$ cat config.mk
export PLATFORM = sky130hd
export DESIGN_NAME = line_fill_ctrl
export DESIGN_NICKNAME = d
export VERILOG_FILES = /design/src/rtl/line_fill_ctrl.sv
export SDC_FILE = /design/constraint.sdc
export NUM_CORES = 1
export LEC_CHECK = 0
export BUFFER_PORTS_ARGS = -buffer_cell sky130_fd_sc_hd__buf_2
export CAP_MARGIN = 15
export CORE_MARGIN = 2
export CORE_UTILIZATION = 36
export DETAILED_ROUTE_END_ITERATION = 12
export PLACE_DENSITY = 0.76
export SLEW_MARGIN = 0
export SYNTH_ARGS = -nofsm -noshare
export SYNTH_HDL_FRONTEND = slang
export SYNTH_SLANG_ARGS = --single-unit
$ cat constraint.sdc
create_clock -name clk -period 1.3 [get_ports clk]
set_input_delay 0.065 -clock clk [delete_from_list [all_inputs] [get_ports clk]]
set_output_delay 0.065 -clock clk [all_outputs]
set_load 0.02 [all_outputs]
$ cat src/rtl/line_fill_ctrl.sv
// line_fill_ctrl: cache miss sequencer that owns the fetch side of a
// word-wide memory controller. Each accepted miss request can first write
// back a dirty victim line, one word at a time, from the cache data array to
// memory. It then refills the same cache line from memory and pulses done.
// Only one line operation is in flight at a time.
//
// Ports:
//   clk, rst_n        clock (rising edge), asynchronous active-low reset
//   req_*             miss request handshake and request fields
//   done              one-cycle pulse when a line operation completes
//   cache_r*          cache array read port (data returns 1 cycle after ren)
//   cache_w*          cache array write port
//   mem_r*            memory read request/accept and returned data/valid
//   mem_w*            memory write request/accept
module line_fill_ctrl #(
    parameter int MEM_DEPTH   = 32,
    parameter int DATA_WIDTH  = 32,
    parameter int LINE_WORDS  = 4,
    parameter int CACHE_DEPTH = 16,
    localparam int MAW = $clog2(MEM_DEPTH),
    localparam int OFS = $clog2(LINE_WORDS),
    localparam int CAW = $clog2(CACHE_DEPTH)
) (
    input  logic                  clk,
    input  logic                  rst_n,
    input  logic                  req_valid,
    output logic                  req_ready,
    input  logic [CAW-OFS-1:0]    req_set,
    input  logic [MAW-OFS-1:0]    req_fill_line,
    input  logic                  req_wb,
    input  logic [MAW-OFS-1:0]    req_wb_line,
    output logic                  done,
    output logic                  cache_ren,
    output logic [CAW-1:0]        cache_raddr,
    input  logic [DATA_WIDTH-1:0] cache_rdata,
    output logic                  cache_wen,
    output logic [CAW-1:0]        cache_waddr,
    output logic [DATA_WIDTH-1:0] cache_wdata,
    output logic                  mem_ren,
    output logic [MAW-1:0]        mem_raddr,
    input  logic                  mem_rready,
    input  logic [DATA_WIDTH-1:0] mem_rdata,
    input  logic                  mem_rdata_valid,
    output logic                  mem_wen,
    output logic [MAW-1:0]        mem_waddr,
    output logic [DATA_WIDTH-1:0] mem_wdata,
    input  logic                  mem_wready
);

    localparam logic [OFS-1:0] LAST_IDX = OFS'(LINE_WORDS - 1);

    typedef enum logic [2:0] {
        ST_IDLE,
        ST_WB_RD,
        ST_WB_LAT,
        ST_WB_WR,
        ST_FILL_REQ,
        ST_FILL_WAIT,
        ST_DONE
    } state_t;

    state_t                  state_q, state_d;
    logic [OFS-1:0]          idx_q, idx_d;
    logic [CAW-OFS-1:0]      set_q, set_d;
    logic [MAW-OFS-1:0]      fill_line_q, fill_line_d;
    logic [MAW-OFS-1:0]      wb_line_q, wb_line_d;
    logic [DATA_WIDTH-1:0]   wb_data_q, wb_data_d;

    logic                    idx_last;

    assign idx_last = (idx_q == LAST_IDX);

    // Addresses are always formed from the captured line fields and the word
    // index, so they stay stable for as long as a strobe is held under
    // backpressure. The word index is only OFS bits wide and cannot carry
    // into the set/line field.
    assign cache_raddr = {set_q, idx_q};
    assign cache_waddr = {set_q, idx_q};
    assign mem_waddr   = {wb_line_q, idx_q};
    assign mem_raddr   = {fill_line_q, idx_q};
    assign mem_wdata   = wb_data_q;
    // Fill data goes straight from the memory return bus into the cache array.
    assign cache_wdata = mem_rdata;

    always_ff @(posedge clk or negedge rst_n) begin
        if (!rst_n) begin
            state_q     <= ST_IDLE;
            idx_q       <= '0;
            set_q       <= '0;
            fill_line_q <= '0;
            wb_line_q   <= '0;
            wb_data_q   <= '0;
        end else begin
            state_q     <= state_d;
            idx_q       <= idx_d;
            set_q       <= set_d;
            fill_line_q <= fill_line_d;
            wb_line_q   <= wb_line_d;
            wb_data_q   <= wb_data_d;
        end
    end

    always_comb begin
        state_d     = state_q;
        idx_d       = idx_q;
        set_d       = set_q;
        fill_line_d = fill_line_q;
        wb_line_d   = wb_line_q;
        wb_data_d   = wb_data_q;
        req_ready   = 1'b0;
        done        = 1'b0;
        cache_ren   = 1'b0;
        cache_wen   = 1'b0;
        mem_ren     = 1'b0;
        mem_wen     = 1'b0;

        unique case (state_q)
            ST_IDLE: begin
                req_ready = 1'b1;
                if (req_valid) begin
                    set_d       = req_set;
                    fill_line_d = req_fill_line;
                    wb_line_d   = req_wb_line;
                    idx_d       = '0;
                    // The dirty flag is consumed here: it only selects
                    // whether the sequence starts with a writeback.
                    state_d     = req_wb ? ST_WB_RD : ST_FILL_REQ;
                end
            end

            ST_WB_RD: begin
                cache_ren = 1'b1;
                state_d   = ST_WB_LAT;
            end

            ST_WB_LAT: begin
                // Cache read data is only valid this one cycle; hold it
                // locally so the memory write can stall indefinitely.
                wb_data_d = cache_rdata;
                state_d   = ST_WB_WR;
            end

            ST_WB_WR: begin
                mem_wen = 1'b1;
                if (mem_wready) begin
                    if (idx_last) begin
                        idx_d   = '0;
                        state_d = ST_FILL_REQ;
                    end else begin
                        idx_d   = idx_q + 1'b1;
                        state_d = ST_WB_RD;
                    end
                end
            end

            ST_FILL_REQ: begin
                mem_ren = 1'b1;
                if (mem_rready) begin
                    state_d = ST_FILL_WAIT;
                end
            end

            ST_FILL_WAIT: begin
                if (mem_rdata_valid) begin
                    cache_wen = 1'b1;
                    if (idx_last) begin
                        state_d = ST_DONE;
                    end else begin
                        idx_d   = idx_q + 1'b1;
                        state_d = ST_FILL_REQ;
                    end
                end
            end

            ST_DONE: begin
                done    = 1'b1;
                state_d = ST_IDLE;
            end

            default: begin
                state_d = ST_IDLE;
            end
        endcase
    end

endmodule

==> results of run 1 <==
-- area by class of cell --
cell class,instances,share of cell area (%)
clock buffers,5,1.956
clock inverters,3,1.956
inverters,4,0.4979
multi-input cells,83,26.14
flip-flops and latches,45,32.18
well taps,75,2.667
repair buffers,168,34.60
-- synth_stat cells --
| cell | count |
|---|---|
| and4_4 | 1 |
| dfrtp_1 | 45 |
| buf_2 | 5 |
| inv_1 | 4 |
| buf_4 | 41 |
| nor3_2 | 1 |
| nand2_1 | 4 |
| ha_1 | 1 |
| a22oi_1 | 1 |
| nand2b_1 | 2 |
| nor4_1 | 1 |
| nor2_1 | 3 |
| and3_1 | 2 |
| a21boi_0 | 1 |
| o21ai_0 | 2 |
| nor2_2 | 1 |
| and2_1 | 1 |
| nor3_1 | 6 |
| o21ai_1 | 2 |
| buf_6 | 1 |
| a22o_1 | 1 |
| nand3_1 | 1 |
| nor4_2 | 2 |
| or2_2 | 1 |
| and4bb_1 | 2 |
| o31ai_1 | 1 |
| a31oi_1 | 2 |
| mux2_2 | 32 |
| o22a_1 | 1 |
| a21oi_1 | 2 |
| mux2_1 | 9 |
-- report_power, final --
part | internal (mW) | switching, mW
Sequential | 2.04 | 0.367
Combinational | 2.38 | 2.39
Clock | 0.774 | 0.487
-- registers in the layout, summed over array words and instances, names as in the netlist --
name,flops
set_q,2
state_q,3
idx_q,2
wb_line_q,3
fill_line_q,3
mem_wdata,32
-- worst max-delay path: cells and delay by family (launching register included) --
kind	cells	cell delay, ns
simple gates	1	0.25
compound gates	2	0.22
mux	1	0.30
flops	1	0.46
buf+inv	1	0.16
-- metal layers --
layer | share of wire (%) | up-vias | GRT usage, %
li1 | - | 836 | -
met3 | 6.6 | 15 | 3.261
met2 | 52 | 75 | 28.55
met4 | 1.6 | 0 | 3.607
met5 | 0 | - | 0
met1 | 40 | 894 | 18.92
-- path summary, 6_finish.rpt --
| check | cells after the start | to | slack [ns] | from |
|---|---|---|---|---|
| worst max-delay path | 5 | idx_q[1] | -0.21 | state_q[1] |
| worst min-delay path | 2 | mem_wdata[10] | 0.009 | cache_rdata[10] |
| worst max register to register | 5 | idx_q[1] | -0.21 | state_q[1] |
| worst min register to register | 1 | mem_wdata[18] | 0.49 | mem_wdata[18] |
| max in group asynchronous | 3 | state_q[1] | 0.79 | rst_n |
| min in group asynchronous | 3 | mem_wdata[27] | 0.27 | rst_n |
-- cell families after synthesis --
logic type	count (synthesis)	share of synthesized area, %
AOI/OAI and AO/OA	13	3.713
adders and majority gates	1	0.5623
buffers and inverters	51	16.14
DFF	45	50.62
muxes	41	20.75
and+or+nand+nor	28	8.211
-- per-stage QoR --
stage / hold slack, ns / std cells / util (%) / area (µm²)
2_1_floorplan: -0.2306 / 179 / - / 2328
3_3_place_gp: 0.06637 / 329 / 46.43 / 2765
3_5_place_dp: 0.06958 / 329 / 46.43 / 2765
4_1_cts: 0.002679 / 380 / 57.92 / 3450
5_1_grt: 0.009656 / 383 / 59.08 / 3518
6_report: 0.009139 / 383 / 59.08 / 3518
-- repair_timing --
| action | in CTS | in global routing |
|---|---|---|
| buffers inserted | 8 | 3 |
| hold buffers | 36 | 0 |
| setup endpoints to repair | 51 | 51 |
| gates resized for setup | 38 | 9 |
| pin swaps | 6 | 6 |
| endpoints found under the hold margin | 80 | 0 |
==> metrics.md, run 1 <==
| Metric | Value |
|---|---|
| DP HPWL | `roughly 3.5 mm` |
| Seq. cell area | `1132 µm²` |
| Finish-stage setup viols | `50` |
| P_leak | `~1.8 nW` |
| Syn Area/Cell | `between 10 and 15 µm²` |
| Critical path launch point type | `flop` |
| Syn Std Cell Area | `between 2000 and 2500 µm²` |
| Vias | `1820` |
| Setup TNS | `-6.461 ns` |
| Status | `complete, but fails checks` |
| Multi-input gate area | `919.6 µm²` |
| Fin Clk Skew | `0.004137 ns` |
| Synth area leader | `dfrtp_1` |
| Initial DRC Count | `36` |
| Crit path cell chain | `buf_4 > or2_4 > a21oi_2 > o21ai_1 > mux2_4` |
| Fmax | `662.7 MHz` |
| TritonCTS clock tree | `done` |
| Yosys reg bits | `45` |
| HP Class | `input port to flop` |
| H-tree depth | `2` |
| Req. time, crit path | `between 1 and 1.5 ns` |
| Max Cap Viol | `0` |
| DR pass1 iterations | `4` |
| Worst skew pair latency | `between 0.2 and 0.3 ns` |
| # diodes | `0` |
| Count of final hold-check violations | `0` |
| Critical path endpoint category | `flop` |
| Yosys warns | `0` |
| Ratio of cells with drive above 1 in the final layout | `between 60% and 70%` |
| CP max FO | `4` |
| Fin nets | `roughly 390` |
| Power Dens Cells | `around 2400 nW/µm²` |
| CTS Root Cell | `clkbuf_8` |
| Slowest CP cell | `dfrtp_2` |
| Most frequent cells in the layout | `buf_2, dfrtp_1, dlygate4sd3_1` |
| Syn-to-layout area delta | `58.16%` |
| DR WL/cell | `14.69 µm` |
| Syn Nets | `259` |
| Worst-path clk slew | `0.09 ns` |
| Synth top area share | `between 50% and 60%` |
| Final Cycle Share | `116.1%` |
| Antenna-violating nets left | `0` |
| Die height | `82.61 µm` |
| Design Power | `8.437 mW` |
| Setup WS pre-CTS | `-0.2357 ns` |
| Routed WL | `5.628 mm` |
| IO Port Bufs | `102` |
| Critical path's largest stage delay | `between 0.4 and 0.5 ns` |
| First-pass GRT wire length | `roughly 8.2 mm` |
| Global route overflow | `0` |
| Residual DRC | `0` |
| Largest net degree at the start of global routing | `46` |
| Starting density of the core | `37.35%` |
| Die ar. | `about 7000 µm²` |
| Slew HR | `77.89%` |
| Global Route Usage Sum | `between 15 and 20%` |
| Max-slew violation count | `0` |
| Failing checks | `negative setup slack` |
| Most common cell after layout, fill and taps aside | `buf_2` |
| Setup ws final | `-0.2089 ns` |
| Site Rows | `28` |
| Slew @ Worst Pin | `around 0.33 ns` |
| Filler Cell Count | `roughly 500` |
| Clock buffer depth | `2` |
| TritonCTS buffer count | `5` |
| Initial antenna violation count | `0` |
| Critical path class | `flop to flop` |
| VDD IR max | `between 1 and 1.5 mV` |
| Post-synthesis cell type count | `31` |
| Min Clock Period, post-route | `roughly 1.5 ns` |
| Vias per Instance | `4.752` |
| Synth Instances | `179` |
| Top Ports | `between 150 and 200` |
| Register area share after synthesis | `roughly half` |
| Core ar. | `between 5000 and 6000 µm²` |
| Vias in the first global route | `~1700` |
| Synth top area cells | `dfrtp_1, mux2_2, buf_4` |
| Die X | `around 83 µm` |
| CTS sink count | `45` |
| CP Data Arrival Time | `between 1.5 and 2 ns` |
| RSZ-0062 raised after global routing | `true` |
| GPL Wtd Cong | `roughly 0.82` |
No activity file was read; power rests on OpenSTA's default activity.
==> run 2, diff against run 1 <==
--- a/config.mk
+++ b/config.mk
@@ -9,7 +9,7 @@
 export CAP_MARGIN = 15
 export CORE_MARGIN = 2
-export CORE_UTILIZATION = 36
+export CORE_UTILIZATION = 35
 export DETAILED_ROUTE_END_ITERATION = 12
-export PLACE_DENSITY = 0.76
+export PLACE_DENSITY = 0.74
 export SLEW_MARGIN = 0
 export SYNTH_ARGS = -nofsm -noshare
==> constraint.sdc (replaced) <==
create_clock -name clk -period 1.3 [get_ports clk]
set_input_delay 0.13 -clock clk [delete_from_list [all_inputs] [get_ports clk]]
set_output_delay 0.13 -clock clk [all_outputs]
set_load 0.02 [all_outputs]
==> run 2 against run 1 <==
Compared with the run above:
- the flow still finishes with violations (negative setup slack)
- critical endpoint is now cache_wen
- combinational power down 2%
- register-to-register slack worse by 0.02 ns
- setup slack worse by 0.059 ns
- highest routed layer unchanged
- flip-flop and latch count unchanged
- core utilization down 8.7 points
==> metrics.md, run 2 (synthesis results as in run 1) <==
| Metric | Value |
|---|---|
| Fmax | `637.9 MHz (was 662.7 MHz)` |
| Syn-to-layout area delta | `41.45% (was 58.16%)` |
| Power share of the clock group | `13.2% (was 14.9%)` |
| DP HPWL | `3.304 mm (was 3.544 mm)` |
| Final hold slack | `0.05831 ns (was 0.009139 ns)` |
| R2R Path Start | `state_q[0] (was state_q[1])` |
| Power Dens Cells | `2597 nW/µm² (was 2398 nW/µm²)` |
| Switching part of the total | `38.76% (was 38.47%)` |
| Most frequent CP cell | `buf_6` |
| Die height | `83.73 µm (was 82.61 µm)` |
| Vias in the first global route | `1692 (was 1729)` |
| Clock buffer depth | `2 (unchanged)` |
| Die X | `83.73 µm (was 82.61 µm)` |
| Most frequent cells in the layout | `buf_2, dfrtp_1, mux2_2 (was buf_2, dfrtp_1, dlygate4sd3_1)` |
| Req. time, crit path | `1.17 ns (was 1.48 ns)` |
| Fin Clk Skew | `0.005995 ns (was 0.004137 ns)` |
| HP Class | `input port to flop (unchanged)` |
| TritonCTS clock tree | `done (unchanged)` |
| Worst-path clk slew | `0.08 ns (was 0.09 ns)` |
| Slew HR | `74.32% (was 77.89%)` |
| First-pass GRT wire length | `7.790 mm (was 8.197 mm)` |
| Placed Area | `2780 µm² (was 2765 µm²)` |
| CP Data Arrival Time | `1.44 ns (was 1.69 ns)` |
| WL met3 | `369 µm (unchanged)` |
| Critical path class | `flop to output port (was flop to flop)` |
| IO Port Bufs | `102 (unchanged)` |
| Vias | `1680 (was 1820)` |
| Residual DRC | `0 (unchanged)` |
| Status | `complete, but fails checks (unchanged)` |
| Routed WL | `4.863 mm (was 5.628 mm)` |
| Filler Cell Count | `579 (was 503)` |
| Final Cell Area | `3147 µm² (was 3518 µm²)` |
| Critical path's largest stage delay | `0.49 ns (was 0.46 ns)` |
| Slew @ Worst Pin | `0.3816 ns (was 0.3291 ns)` |
| Slowest CP cell | `dfrtp_2 (unchanged)` |
| VDD IR max | `1.018 mV (was 1.325 mV)` |
| Pint | `5.004 mW (was 5.191 mW)` |
| Fin nets | `356 (was 387)` |
| Starting density of the core | `35.65% (was 37.35%)` |
| Top Ports | `167 (unchanged)` |
| Site Rows | `29 (was 28)` |
| Most common cell after layout, fill and taps aside | `buf_2 (unchanged)` |
| Failing checks | `negative setup slack (unchanged)` |
| Ratio of cells with drive above 1 in the final layout | `75.45% (was 66.56%)` |
| Logic gate share of total power | `57.0% (was 56.5%)` |
| # diodes | `0 (unchanged)` |
| Max reg flops | `32 (unchanged)` |
| Max-slew violation count | `0 (unchanged)` |
| Crit path cell chain | `buf_6 > nand2b_4 > buf_6 > nor3_4 > buf_6 (was buf_4 > or2_4 > a21oi_2 > o21ai_1 > mux2_4)` |
| CP max FO | `8 (was 4)` |
| RSZ-0062 raised after global routing | `true (unchanged)` |
| CTS Root Cell | `clkbuf_8 (unchanged)` |
| Largest net degree at the start of global routing | `46 (unchanged)` |
| Vias per Instance | `4.746 (was 4.752)` |
| Count of final hold-check violations | `0 (unchanged)` |
| Metal-1 WL | `1.886 mm (was 2.237 mm)` |
| Min Clock Period, post-route | `1.568 ns (was 1.509 ns)` |
| Worst Hold Path Cells | `2 (unchanged)` |
| Critical path launch point type | `flop (unchanged)` |
| Worst skew pair latency | `0.29 ns (about the same)` |
| CP startpoint | `state_q[1] (unchanged)` |
| GPL Wtd Cong | `0.8629 (was 0.8181)` |
| Design Power | `8.171 mW (was 8.437 mW)` |
| Die ar. | `7010 µm² (was 6824 µm²)` |
| Max Cap Viol | `0 (unchanged)` |
| DR pass1 iterations | `5 (was 4)` |
| Sequential share of power | `29.8% (was 28.5%)` |
| TritonCTS buffer count | `5 (unchanged)` |
| Initial DRC Count | `22 (was 36)` |
| Core ar. | `6241 µm² (was 5956 µm²)` |
| DR WL/cell | `13.74 µm (was 14.69 µm)` |
| Metal2 WL | `2.515 mm (was 2.930 mm)` |
| Global route overflow | `0 (unchanged)` |
| Highest routed metal layer | `met4 (unchanged)` |
| Setup TNS | `-7.907 ns (was -6.461 ns)` |
| Antenna-violating nets left | `0 (unchanged)` |
| Global Route Usage Sum | `13.47% (was 15.68%)` |
| Initial antenna violation count | `0 (unchanged)` |
| P_sw | `3.167 mW (was 3.245 mW)` |
| Depth of the most critical reg-to-reg path | `5 (unchanged)` |
| Setup ws final | `-0.2676 ns (was -0.2089 ns)` |
| CTS sink count | `45 (unchanged)` |
| Hold_sp | `cache_rdata[16] (was cache_rdata[10])` |
| Critical path endpoint category | `output port (was flop)` |
| H-tree depth | `2 (unchanged)` |
| P_leak | `1.617 nW (was 1.773 nW)` |
| Final Cycle Share | `120.6% (was 116.1%)` |
| Finish-stage setup viols | `50 (unchanged)` |
run 2: per-layer routing:
layer,GRT usage [%],up-vias
li1,-,774
met4,6.158,0
met1,16.77,818
met2,22.11,73
met3,3.264,15
met5,0,-
run 2: worst max-delay path: cells and delay by family, from the launching register on:
kind / cells / cell delay, ns
buffers and inverters: 3 / 0.41
flip-flops: 1 / 0.49
AND/OR/NAND/NOR: 2 / 0.25
run 2: layout make-up:
type | count | area (µm²) | share of cell area (%)
tap | 77 | 96.34 | 3.062
inverter | 4 | 17.52 | 0.5567
clock inverter | 2 | 37.54 | 1.193
clock buffer | 6 | 82.58 | 2.624
sequential | 45 | 1132 | 35.98
multi-input combinational | 83 | 888.4 | 28.23
timing repair buffer | 137 | 892.1 | 28.35
run 2: through the flow:
step | setup slack (ns) | cells | utilization [%]
finish | -0.2676 | 354 | 50.42
global route | -0.3171 | 354 | 50.42
CTS | -0.2449 | 350 | 48.78
detailed placement | -0.2385 | 332 | 44.55
global placement | -0.1970 | 332 | 44.55
floorplan | -0.1640 | 179 | -
run 2: path summary, 6_finish.rpt:
path	end	slack [ns]
max	cache_wen	-0.27
min	mem_wdata[16]	0.06
max reg2reg	idx_q[1]	-0.23
min reg2reg	mem_wdata[16]	0.49
max in group asynchronous	idx_q[1]	0.73
min in group asynchronous	mem_wdata[24]	0.35
run 2: power by group through the flow:
stage	combinational (mW)	clock (mW)	sequential [mW]
after floorplan	2.06	0	3.18
after detailed placement	3.93	0	2.48
after CTS	4.38	1.13	2.43
after global routing	4.95	1.18	2.53
final	4.66	1.08	2.43
after global placement	3.88	0	2.43
run 2: repair_timing:
| item | CTS | global route |
|---|---|---|
| setup buffers | 11 | 5 |
| hold endpoints to repair | 45 | 0 |
| resized for setup | 25 | 16 |
| hold buffers | 1 | 0 |
| pin swaps | 8 | 6 |
| endpoints found under the setup margin | 50 | 51 |
==> run 3, diff against run 2 <==
==> constraint.sdc (replaced) <==
create_clock -name clk -period 1.3 [get_ports clk]
set_input_delay 0.13 -clock clk [delete_from_list [all_inputs] [get_ports clk]]
set_output_delay 0.13 -clock clk [all_outputs]
set_load 0.05 [all_outputs]
==> run 3 against run 2 <==
Compared with the run above:
- the run still ends with negative setup slack left
- sequential share of layout area is 2.6 points lower
- die area stayed put
- total power is 26% higher
- largest cell class unchanged
- sequential power hardly changed
- register-to-register slack worse by 0.03 ns
- flip-flop and latch count stayed put
- non-clock buffer count is 3 higher
- first-iteration DRC count is 110% higher
- clock power is 16% lower
- final cell count is 0.85% higher
==> metrics.md, run 3 (synthesis results as in run 1) <==
| Metric | Value |
|---|---|
| Status | `complete, but fails checks (unchanged)` |
| Failing checks | `negative setup slack (unchanged)` |
| Worst Path Buf+Inv | `4 (was 3)` |
| Fmax | `639.3 MHz (was 637.9 MHz)` |
| Most common cell after layout, fill and taps aside | `buf_2 (unchanged)` |
| Metal2 WL | `2.753 mm (was 2.515 mm)` |
| Most frequent cells in the layout | `buf_2, mux2_4, dfrtp_1 (was buf_2, dfrtp_1, mux2_2)` |
| First-pass GRT wire length | `8.666 mm (was 7.790 mm)` |
| DP HPWL | `3.362 mm (was 3.304 mm)` |
| Fin nets | `359 (was 356)` |
| Slew HR | `78.61% (was 74.32%)` |
| Top delay family on crit path | `buffers and inverters (was flip-flops)` |
| Slew @ Worst Pin | `0.3185 ns (was 0.3816 ns)` |
| Site Rows | `29 (unchanged)` |
| Crit path cell chain | `buf_6 > nor2_4 > buf_12 > buf_12 > buf_16 > mux2_4 (was buf_6 > nand2b_4 > buf_6 > nor3_4 > buf_6)` |
| Core ar. | `6241 µm² (unchanged)` |
| Initial antenna violation count | `0 (unchanged)` |
| Critical path launch point type | `flop (unchanged)` |
| End of the worst register-to-register path | `mem_wdata[18] (was idx_q[1])` |
| Critical path endpoint category | `flop (was output port)` |
| Highest routed metal layer | `met4 (unchanged)` |
| P_sw | `5.086 mW (was 3.167 mW)` |
| Slowest CP cell | `dfrtp_2 (unchanged)` |
| Antenna-violating nets left | `0 (unchanged)` |
| Placed Area | `2806 µm² (was 2780 µm²)` |
| R2R Path Start | `state_q[0] (unchanged)` |
| TritonCTS clock tree | `done (unchanged)` |
| Critical path class | `flop to flop (was flop to output port)` |
| CTS sink count | `45 (unchanged)` |
| Req. time, crit path | `1.48 ns (was 1.17 ns)` |
| Final core utilization | `54.31% (was 50.42%)` |
| CP Data Arrival Time | `1.74 ns (was 1.44 ns)` |
| # diodes | `0 (unchanged)` |
| Switching part of the total | `49.36% (was 38.76%)` |
| Most frequent CP cell | `buf_12 (was buf_6)` |
| Final hold slack | `0.05586 ns (was 0.05831 ns)` |
| Vias in the first global route | `1828 (was 1692)` |
| Vias per Instance | `4.796 (was 4.746)` |
| R2R setup slack | `-0.26 ns (was -0.23 ns)` |
| Finish-stage setup viols | `50 (unchanged)` |
| Die X | `83.73 µm (unchanged)` |
| Worst Hold Path Cells | `2 (unchanged)` |
| Max Cap Viol | `0 (unchanged)` |
| DR pass1 iterations | `4 (was 5)` |
| Fin Clk Skew | `0.008160 ns (was 0.005995 ns)` |
| H-tree depth | `2 (unchanged)` |
| Worst skew pair latency | `0.30 ns (was 0.29 ns)` |
| Setup TNS | `-9.081 ns (was -7.907 ns)` |
| Starting density of the core | `35.65% (unchanged)` |
| Depth of the most critical reg-to-reg path | `6 (was 5)` |
| Die height | `83.73 µm (unchanged)` |
| Initial DRC Count | `46 (was 22)` |
| Count of final hold-check violations | `0 (unchanged)` |
| HP Class | `input port to flop (unchanged)` |
| Residual DRC | `0 (unchanged)` |
| Clock buffer depth | `2 (unchanged)` |
| IO Port Bufs | `102 (unchanged)` |
| CTS Root Cell | `clkbuf_8 (unchanged)` |
| Power Dens Cells | `3040 nW/µm² (was 2597 nW/µm²)` |
| Logic gate share of total power | `67.4% (was 57.0%)` |
| Syn-to-layout area delta | `52.36% (was 41.45%)` |
| Global Route Usage Sum | `15.33% (was 13.47%)` |
| Power share of the clock group | `8.8% (was 13.2%)` |
| Global route overflow | `0 (unchanged)` |
| CP endpoint | `mem_wdata[18] (was cache_wen)` |
| Critical Path Stages | `6 (was 5)` |
| Pint | `5.218 mW (was 5.004 mW)` |
| P_leak | `1.730 nW (was 1.617 nW)` |
| Final Cell Area | `3390 µm² (was 3147 µm²)` |
| Final Cycle Share | `120.3% (was 120.6%)` |
| Min Clock Period, post-route | `1.564 ns (was 1.568 ns)` |
| Die ar. | `7010 µm² (unchanged)` |
| DR WL/cell | `15.11 µm (was 13.74 µm)` |
| VDD IR max | `1.729 mV (was 1.018 mV)` |
| Ratio of cells with drive above 1 in the final layout | `76.43% (was 75.45%)` |
| Max-slew violation count | `0 (unchanged)` |
| Max reg flops | `32 (unchanged)` |
| Setup ws final | `-0.2642 ns (was -0.2676 ns)` |
| Metal-1 WL | `2.192 mm (was 1.886 mm)` |
| Critical path's largest stage delay | `0.50 ns (was 0.49 ns)` |
| Largest net degree at the start of global routing | `46 (unchanged)` |
| RSZ-0062 raised after global routing | `true (unchanged)` |
| Top Ports | `167 (unchanged)` |
| Routed WL | `5.393 mm (was 4.863 mm)` |
| Worst-path clk slew | `0.09 ns (was 0.08 ns)` |
| GPL Wtd Cong | `0.8120 (was 0.8629)` |
| WL met3 | `355 µm (was 369 µm)` |
| CP startpoint | `state_q[0] (was state_q[1])` |
| Sequential share of power | `23.8% (was 29.8%)` |
| TritonCTS buffer count | `5 (unchanged)` |
| CP max FO | `8 (unchanged)` |
| Vias | `1712 (was 1680)` |
run 3: metal layers:
| layer | track usage, % | vias to the layer above |
|---|---|---|
| li1 | - | 783 |
| met1 | 18.26 | 847 |
| met2 | 26.69 | 73 |
| met3 | 3.264 | 9 |
| met5 | 0 | - |
| met4 | 6.452 | 0 |
run 3: how the worst min path moves through the flow:
stage          slack, ns             end       startpoint
3_5_place_dp        0.14   mem_wdata[26]            rst_n
2_1_floorplan      -0.17  fill_line_q[0]            rst_n
3_3_place_gp        0.13   mem_wdata[21]            rst_n
6_report            0.06    mem_wdata[9]   cache_rdata[9]
4_1_cts             0.05   mem_wdata[16]  cache_rdata[16]
5_1_grt             0.05    mem_wdata[2]   cache_rdata[2]
run 3: layout make-up:
class                           instances  area [µm²]
Tap cell                               77       96.34
Clock buffer                            6       82.58
Timing Repair Buffer                  140        1032
Sequential cell                        45        1132
Fill cell                             548        2851
Clock inverter                          2       13.76
Inverter                                4       17.52
Multi-Input combinational cell         83        1015
run 3: what timing repair did:
| item | in CTS | in global routing |
|---|---|---|
| setup buffers | 14 | 4 |
| hold buffers | 1 | 0 |
| endpoints found under the setup margin | 50 | 50 |
| endpoints found under the hold margin | 45 | 0 |
| pin swaps | 10 | 8 |
| cloned | 3 | 1 |
| resized for setup | 63 | 16 |
run 3: power groups by stage:
| stage | clock network [mW] | registers (mW) | logic (mW) |
|---|---|---|---|
| finish | 0.912 | 2.45 | 6.94 |
| global route | 1.01 | 2.54 | 7.26 |
| CTS | 0.955 | 2.43 | 6.76 |
| detailed placement | 0 | 2.46 | 5.76 |
| global placement | 0 | 2.43 | 5.70 |
| floorplan | 0 | 4.50 | 2.67 |
run 3: per-stage QoR:
stage	worst slack, ns	cells	total power, mW
floorplan	-0.4011	179	7.175
global placement	-0.2084	331	8.130
detailed placement	-0.2248	331	8.221
CTS	-0.2691	354	10.15
global route	-0.3306	357	10.81
finish	-0.2642	357	10.30
